**src/rtl/mat_mul_arbiter.sv**
```systemverilog
// Shares one matmul engine between NUM_REQ requesters with 0-cycle grant and in-order tagged responses;
// MM_ARB_FIXED_PRIO_EN selects fixed priority. A blocked head response drops eng_cen, freezing engine and issue.

module mm_arb_tag_fifo #(
  parameter int WIDTH = 1,
  parameter int DEPTH = 8,
  parameter int CW    = $clog2(DEPTH) + 1
) (
  input  logic             clk,
  input  logic             rstn,
  input  logic             push_i,
  input  logic [WIDTH-1:0] push_dat_i,
  input  logic             pop_i,
  output logic [WIDTH-1:0] head_dat_o,
  output logic [CW-1:0]    count_o
);
  localparam int PW = $clog2(DEPTH);

  logic [WIDTH-1:0] mem_q [DEPTH];
  logic [PW-1:0]    wr_ptr_q, rd_ptr_q;
  logic [CW-1:0]    count_q, count_d;

  always_comb begin
    count_d = count_q;
    if (push_i && !pop_i)      count_d = count_q + CW'(1);
    else if (pop_i && !push_i) count_d = count_q - CW'(1);
  end

  always_ff @(posedge clk or negedge rstn) begin
    if (!rstn) begin
      wr_ptr_q <= '0;
      rd_ptr_q <= '0;
      count_q  <= '0;
    end else begin
      if (push_i) wr_ptr_q <= wr_ptr_q + PW'(1);
      if (pop_i)  rd_ptr_q <= rd_ptr_q + PW'(1);
      count_q <= count_d;
    end
  end

  // Storage needs no reset: the head is only consulted when count is non-zero.
  always_ff @(posedge clk) begin
    if (push_i) mem_q[wr_ptr_q] <= push_dat_i;
  end

  assign head_dat_o = mem_q[rd_ptr_q];
  assign count_o    = count_q;
endmodule

module mat_mul_arbiter #(
  parameter int NUM_REQ    = 2,
  parameter int IDW        = $clog2(NUM_REQ),
  parameter int FIFO_DEPTH = 8
) (
  input  logic                          clk,
  input  logic                          rstn,
  input  logic [NUM_REQ-1:0]            req_valid,
  output logic [NUM_REQ-1:0]            req_ready,
  output logic [IDW-1:0]                grant_sel,
  output logic                          eng_valid_in,
  output logic                          eng_cen,
  input  logic                          eng_valid_out,
  output logic [NUM_REQ-1:0]            rsp_valid,
  input  logic [NUM_REQ-1:0]            rsp_ready,
  input  logic                          drain_req,
  output logic                          halted,
  output logic [$clog2(FIFO_DEPTH):0]   in_flight,
  output logic                          err
);
  localparam int CW = $clog2(FIFO_DEPTH) + 1;

  typedef enum logic [1:0] {RUN, DRAIN, HALTED} state_t;

  state_t         state_q;
  logic           halted_q;
  logic           err_q, err_d;
  logic [IDW-1:0] head_tag;
  logic [CW-1:0]  count;
  logic           fifo_empty, rsp_hit, stall, pop, can_issue, issue;
  logic [IDW-1:0] win;
  logic           found;

  assign fifo_empty = (count == '0);
  // A result arriving with no owner is dropped: it neither stalls nor pops.
  assign rsp_hit    = eng_valid_out & ~fifo_empty;
  assign stall      = rsp_hit & ~rsp_ready[head_tag];
  assign pop        = rsp_hit & rsp_ready[head_tag];
  assign can_issue  = (state_q == RUN) & ~stall & (count < CW'(FIFO_DEPTH));
  assign issue      = can_issue & found;

`ifdef MM_ARB_FIXED_PRIO_EN
  always_comb begin
    win   = '0;
    found = 1'b0;
    for (int i = NUM_REQ - 1; i >= 0; i--) begin
      if (req_valid[i]) begin
        win   = IDW'(i);
        found = 1'b1;
      end
    end
  end
`else
  logic [IDW-1:0] last_grant_q;
  logic [IDW-1:0] rr_idx;

  // Search starts one past the previous winner so every requester gets a turn.
  always_comb begin
    win    = '0;
    found  = 1'b0;
    rr_idx = '0;
    for (int k = 1; k <= NUM_REQ; k++) begin
      rr_idx = IDW'((int'(last_grant_q) + k) % NUM_REQ);
      if (!found && req_valid[rr_idx]) begin
        win   = rr_idx;
        found = 1'b1;
      end
    end
  end

  always_ff @(posedge clk or negedge rstn) begin
    if (!rstn)      last_grant_q <= IDW'(NUM_REQ - 1);
    else if (issue) last_grant_q <= win;
  end
`endif

  mm_arb_tag_fifo #(
    .WIDTH (IDW),
    .DEPTH (FIFO_DEPTH)
  ) u_tag_fifo (
    .clk        (clk),
    .rstn       (rstn),
    .push_i     (issue),
    .push_dat_i (win),
    .pop_i      (pop),
    .head_dat_o (head_tag),
    .count_o    (count)
  );

  always_ff @(posedge clk or negedge rstn) begin
    if (!rstn) begin
      state_q  <= RUN;
      halted_q <= 1'b0;
    end else begin
      case (state_q)
        RUN: if (drain_req) state_q <= DRAIN;
        DRAIN: begin
          if (!drain_req) begin
            state_q <= RUN;
          end else if (fifo_empty && !eng_valid_out) begin
            state_q  <= HALTED;
            halted_q <= 1'b1;
          end
        end
        HALTED: begin
          if (!drain_req) begin
            state_q  <= RUN;
            halted_q <= 1'b0;
          end
        end
        default: begin
          state_q  <= RUN;
          halted_q <= 1'b0;
        end
      endcase
    end
  end

  assign err_d = err_q | (eng_valid_out & fifo_empty);

  always_ff @(posedge clk or negedge rstn) begin
    if (!rstn) err_q <= 1'b0;
    else       err_q <= err_d;
  end

  assign req_ready    = issue ? (NUM_REQ'(1) << win) : '0;
  assign grant_sel    = issue ? win : '0;
  assign eng_valid_in = issue;
  assign eng_cen      = ~stall;
  assign rsp_valid    = rsp_hit ? (NUM_REQ'(1) << head_tag) : '0;
  assign halted       = halted_q;
  assign in_flight    = count;
  assign err          = err_q;
endmodule
```
**config.mk**
```make
export PLATFORM = sky130hd
export DESIGN_NAME = mat_mul_arbiter
export DESIGN_NICKNAME = d
export VERILOG_FILES = /design/src/rtl/mat_mul_arbiter.sv
export SDC_FILE = /design/constraint.sdc
export NUM_CORES = 1
export LEC_CHECK = 0
export ABC_CLOCK_PERIOD_IN_PS = 5200
export BUFFER_PORTS_ARGS = -buffer_cell sky130_fd_sc_hd__buf_2
export CAP_MARGIN = 20
export CORE_AREA = 8 8 65 67
export DETAILED_ROUTE_END_ITERATION = 8
export DIE_AREA = 0 0 73 75
export PLACE_DENSITY = 0.59
export SYNTH_ARGS = -nofsm -noshare
export SYNTH_HDL_FRONTEND = slang
export SYNTH_SLANG_ARGS = --single-unit
```
**constraint.sdc**
```tcl
create_clock -name clk -period 5.2 [get_ports clk]
set_input_delay 0 -clock clk [delete_from_list [all_inputs] [get_ports clk]]
set_output_delay 0 -clock clk [all_outputs]
set_load 0.03 [all_outputs]
```
==> results.yml <==
logic_synthesis:
  ys_ff_latch: 23
  ys.warnings.count: 0
  netlist.area_leader.share_pct: 28.6
  synth_edf_count: 8
  synth-seq-area-share_pct: 50.4
  synth_area_leaders: "dfrtp_1, edfxtp_1, ha_1"
  synth_area_um2: 1220
  post-synth-top-count-cell: "nor2_1"
  avgSynthCellArea_um2: 12.1
  synth_common_cells: "nor2_1, dfrtp_1, edfxtp_1"
  async_reset_ff_share_pct: 65.2
  syn_inst: 101
  ys_types: 35
  ys.flop_type: "dfrtp_1"
  synth.largest_area_cell: "dfrtp_1"
  synth_nets: 115
worst_setup_path:
  endpoint_kind: "flop"
  cp-start-kind: "flop"
  path_class: "flop to flop"
  required_ns: 5.41
  worstPathArrival_ns: 3.38
  crit_fanout: 6
die:
  rows: 21
  dieArea_um2: 5480
  dieHeight_um: 75
  initial_core_util_pct: 37.9
  num_io_pins: 21
  fp.coreArea_um2: 3230
  die_w_um: 73
route:
  routed_wl_mm: 2.40
  drtAntennaViolNets: 0
  first_iter_violations: 36
  drt_first_pass_iters: 4
  drt-wirelength-per-cell_um: 13.9
  avgViaCountPerCell: 4.72
  drc_errors: 0
  dr_total_vias: 816
clocking:
  cts_sinks: 23
  cts_htree_levels: 1
  clk_path_buf_depth: 2
  cts_tree: "yes"
  cts.clk_slew.worst_paths_ns: 0.13
  cts_made_buffers: 3
  cts-root-buf: "clkbuf_4"
  insertion_delay_ns: 0.31
  post_cts_resized: 0
grt:
  first_global_vias: 869
  grt_max_degree: 16
  grt_pass1_wl_mm: 3.97
  grt_overflow: 0
  antenna_found_initial: 0
  grt_use_total_pct: 9.40
timing:
  fin_crit_ns: 3.17
  finalHoldViolCount: 0
  max_freq_ghz: 0.316
  relSlewSlack_pct: 32.6
  rsz0062_at_grt: "no"
  finalSetupViolations: 0
  tightest_slew_ns: 1.00
  final.setup.tns_ns: 0
  finalMaxSlewViolations: 0
  period_share_pct: 60.9
  finalClockSkew_ns: 0.00793
cells_and_area:
  antenna_cells: 0
  fin_util_pct: 44.3
  fill_cells: 327
  syn_to_final_growth_pct: 17.0
  finalNetCount: 142
  final_cells: 173
  drive_gt1_share_pct: 29.9
power:
  internal-power_mw: 0.482
  clkPwrFrac_pct: 9.4
  p_sw_share_pct: 44.2
  peakVddDrop_v: 0.000289
  power.density_nw_per_um2: 604
  p_comb_share_pct: 52.7
  power.switching_mw: 0.383
  seqPwrFrac_pct: 37.9
  p_leak_nw: 0.635
placed_design:
  dpl.hpwl_mm: 1.85
  dp_cells: 166
  place_congestion: 0.814
  portBuffers: 20
run:
  maxCapViolCount: 0
status:
  status: "finished, final reports clean"
worst_hold_path:
  hold_path_class: "input pin to async pin"
[cell type report]
class                           instances  area, um^2  share of cell area, %
Sequential cell                        23         617                   43.1
Timing Repair Buffer                   23         130                   9.08
Clock buffer                            3        22.5                   1.57
Multi-Input combinational cell         71         573                   40.0
Inverter                                6        27.5                   1.92
Clock inverter                          1        5.00                  0.349
Tap cell                               46        57.6                   4.02
[layer usage]
layer | vias up | global-route usage (%) | routed length, um
met5 | - | 0 | 0
met4 | 0 | 4.44 | 18
met3 | 2 | 3.20 | 144
met2 | 17 | 15.4 | 1150
met1 | 395 | 10.8 | 1090
li1 | 402 | - | -
[flip-flops by register name (all words and copies together), names as in the netlist]
register and cells:
u_tag_fifo.mem_q 8, err 1, halted 1, u_tag_fifo.count_o 4
u_tag_fifo.wr_ptr_q 3, u_tag_fifo.rd_ptr_q 3, last_grant_q 1, state_q 2
[path summary, 6_finish.rpt]
| path | from | depth (start not counted) | endpoint | slack, ns |
|---|---|---|---|---|
| max | u_tag_fifo.rd_ptr_q[0] | 12 | u_tag_fifo.count_o[3] | 2.03 |
| min in group clk | req_valid[1] | 4 | u_tag_fifo.wr_ptr_q[2] | 0.17 |
| max in group asynchronous | rstn | 2 | last_grant_q | 4.79 |
| min | rstn | 2 | u_tag_fifo.count_o[2] | 0.11 |
| min reg2reg | err | 1 | err | 0.48 |
| max reg2reg | u_tag_fifo.rd_ptr_q[0] | 12 | u_tag_fifo.count_o[3] | 2.03 |
[cell families (layout without fill, tap and decap cells)]
group / count (synthesis) / after routing / share of synthesized area [%]
AND/OR/NAND/NOR: 36 / 36 / 15.3
flip-flops: 23 / 23 / 50.4
AO/OA/AOI/OAI: 12 / 12 / 7.25
multiplexers: 9 / 9 / 11.7
XOR/XNOR: 8 / 8 / 5.72
buffers and inverters: 7 / 33 / 2.86
adder cells (fa/ha/maj): 6 / 6 / 6.74
[critical path: stages (launching register included)]
cell	delay (ns)
dfrtp_1	0.46
mux4_1	0.61
mux2_4	0.33
mux2_4	0.35
clkinv_4	0.08
ha_1	0.18
inv_1	0.09
ha_1	0.29
a21o_1	0.18
a21oi_1	0.17
xnor2_1	0.13
nor2_1	0.06
xor2_1	0.14
[power by group through the flow]
| stage | clock, mW | sequential [mW] | combinational, mW |
|---|---|---|---|
| 2_1_floorplan | 0 | 0.358 | 0.318 |
| 3_3_place_gp | 0 | 0.329 | 0.447 |
| 3_5_place_dp | 0 | 0.333 | 0.456 |
| 4_1_cts | 0.0858 | 0.329 | 0.462 |
| 5_1_grt | 0.0929 | 0.339 | 0.498 |
| 6_report | 0.0818 | 0.328 | 0.456 |
[placed cells by master (no fill, tap or decap)]
cell	instances
nor3_2	2
nor2b_1	2
and3b_1	1
a21boi_0	1
mux2_2	1
nand2b_1	2
dfstp_2	1
mux4_1	2
clkinv_2	1
fa_1	1
o211ai_1	2
nand4_1	1
clkinv_4	1
inv_1	5
nand2_1	6
xor2_1	2
a21o_1	3
o21a_1	1
dlygate4sd3_1	3
clkbuf_4	3
nor2_1	15
a21oi_1	1
o41ai_2	1
nand2b_2	1
dfrtp_1	14
nor3b_1	1
ha_1	5
mux2i_1	2
nor4_1	1
xnor2_1	6
or2_2	1
buf_2	20
o21ai_0	3
and2_4	1
edfxtp_1	8
nand2_2	1
nor3_1	1
mux2_4	4
[stage by stage]
step / hold WS [ns] / setup slack [ns] / total power [mW] / cell area [um^2]
floorplan: -0.296 / 2.15 / 0.676 / 1220
global placement: -0.0798 / 2.12 / 0.776 / 1380
detailed placement: -0.0647 / 2.06 / 0.788 / 1380
CTS: 0.112 / 2.03 / 0.876 / 1430
global route: 0.125 / 1.86 / 0.930 / 1430
finish: 0.105 / 2.03 / 0.865 / 1430
[timing repair]
item,4_1_cts,5_1_grt
endpoints found under the hold margin,19,0
hold buffers,3,0
setup buffers,0,0
(Power assumes the default switching activity.)
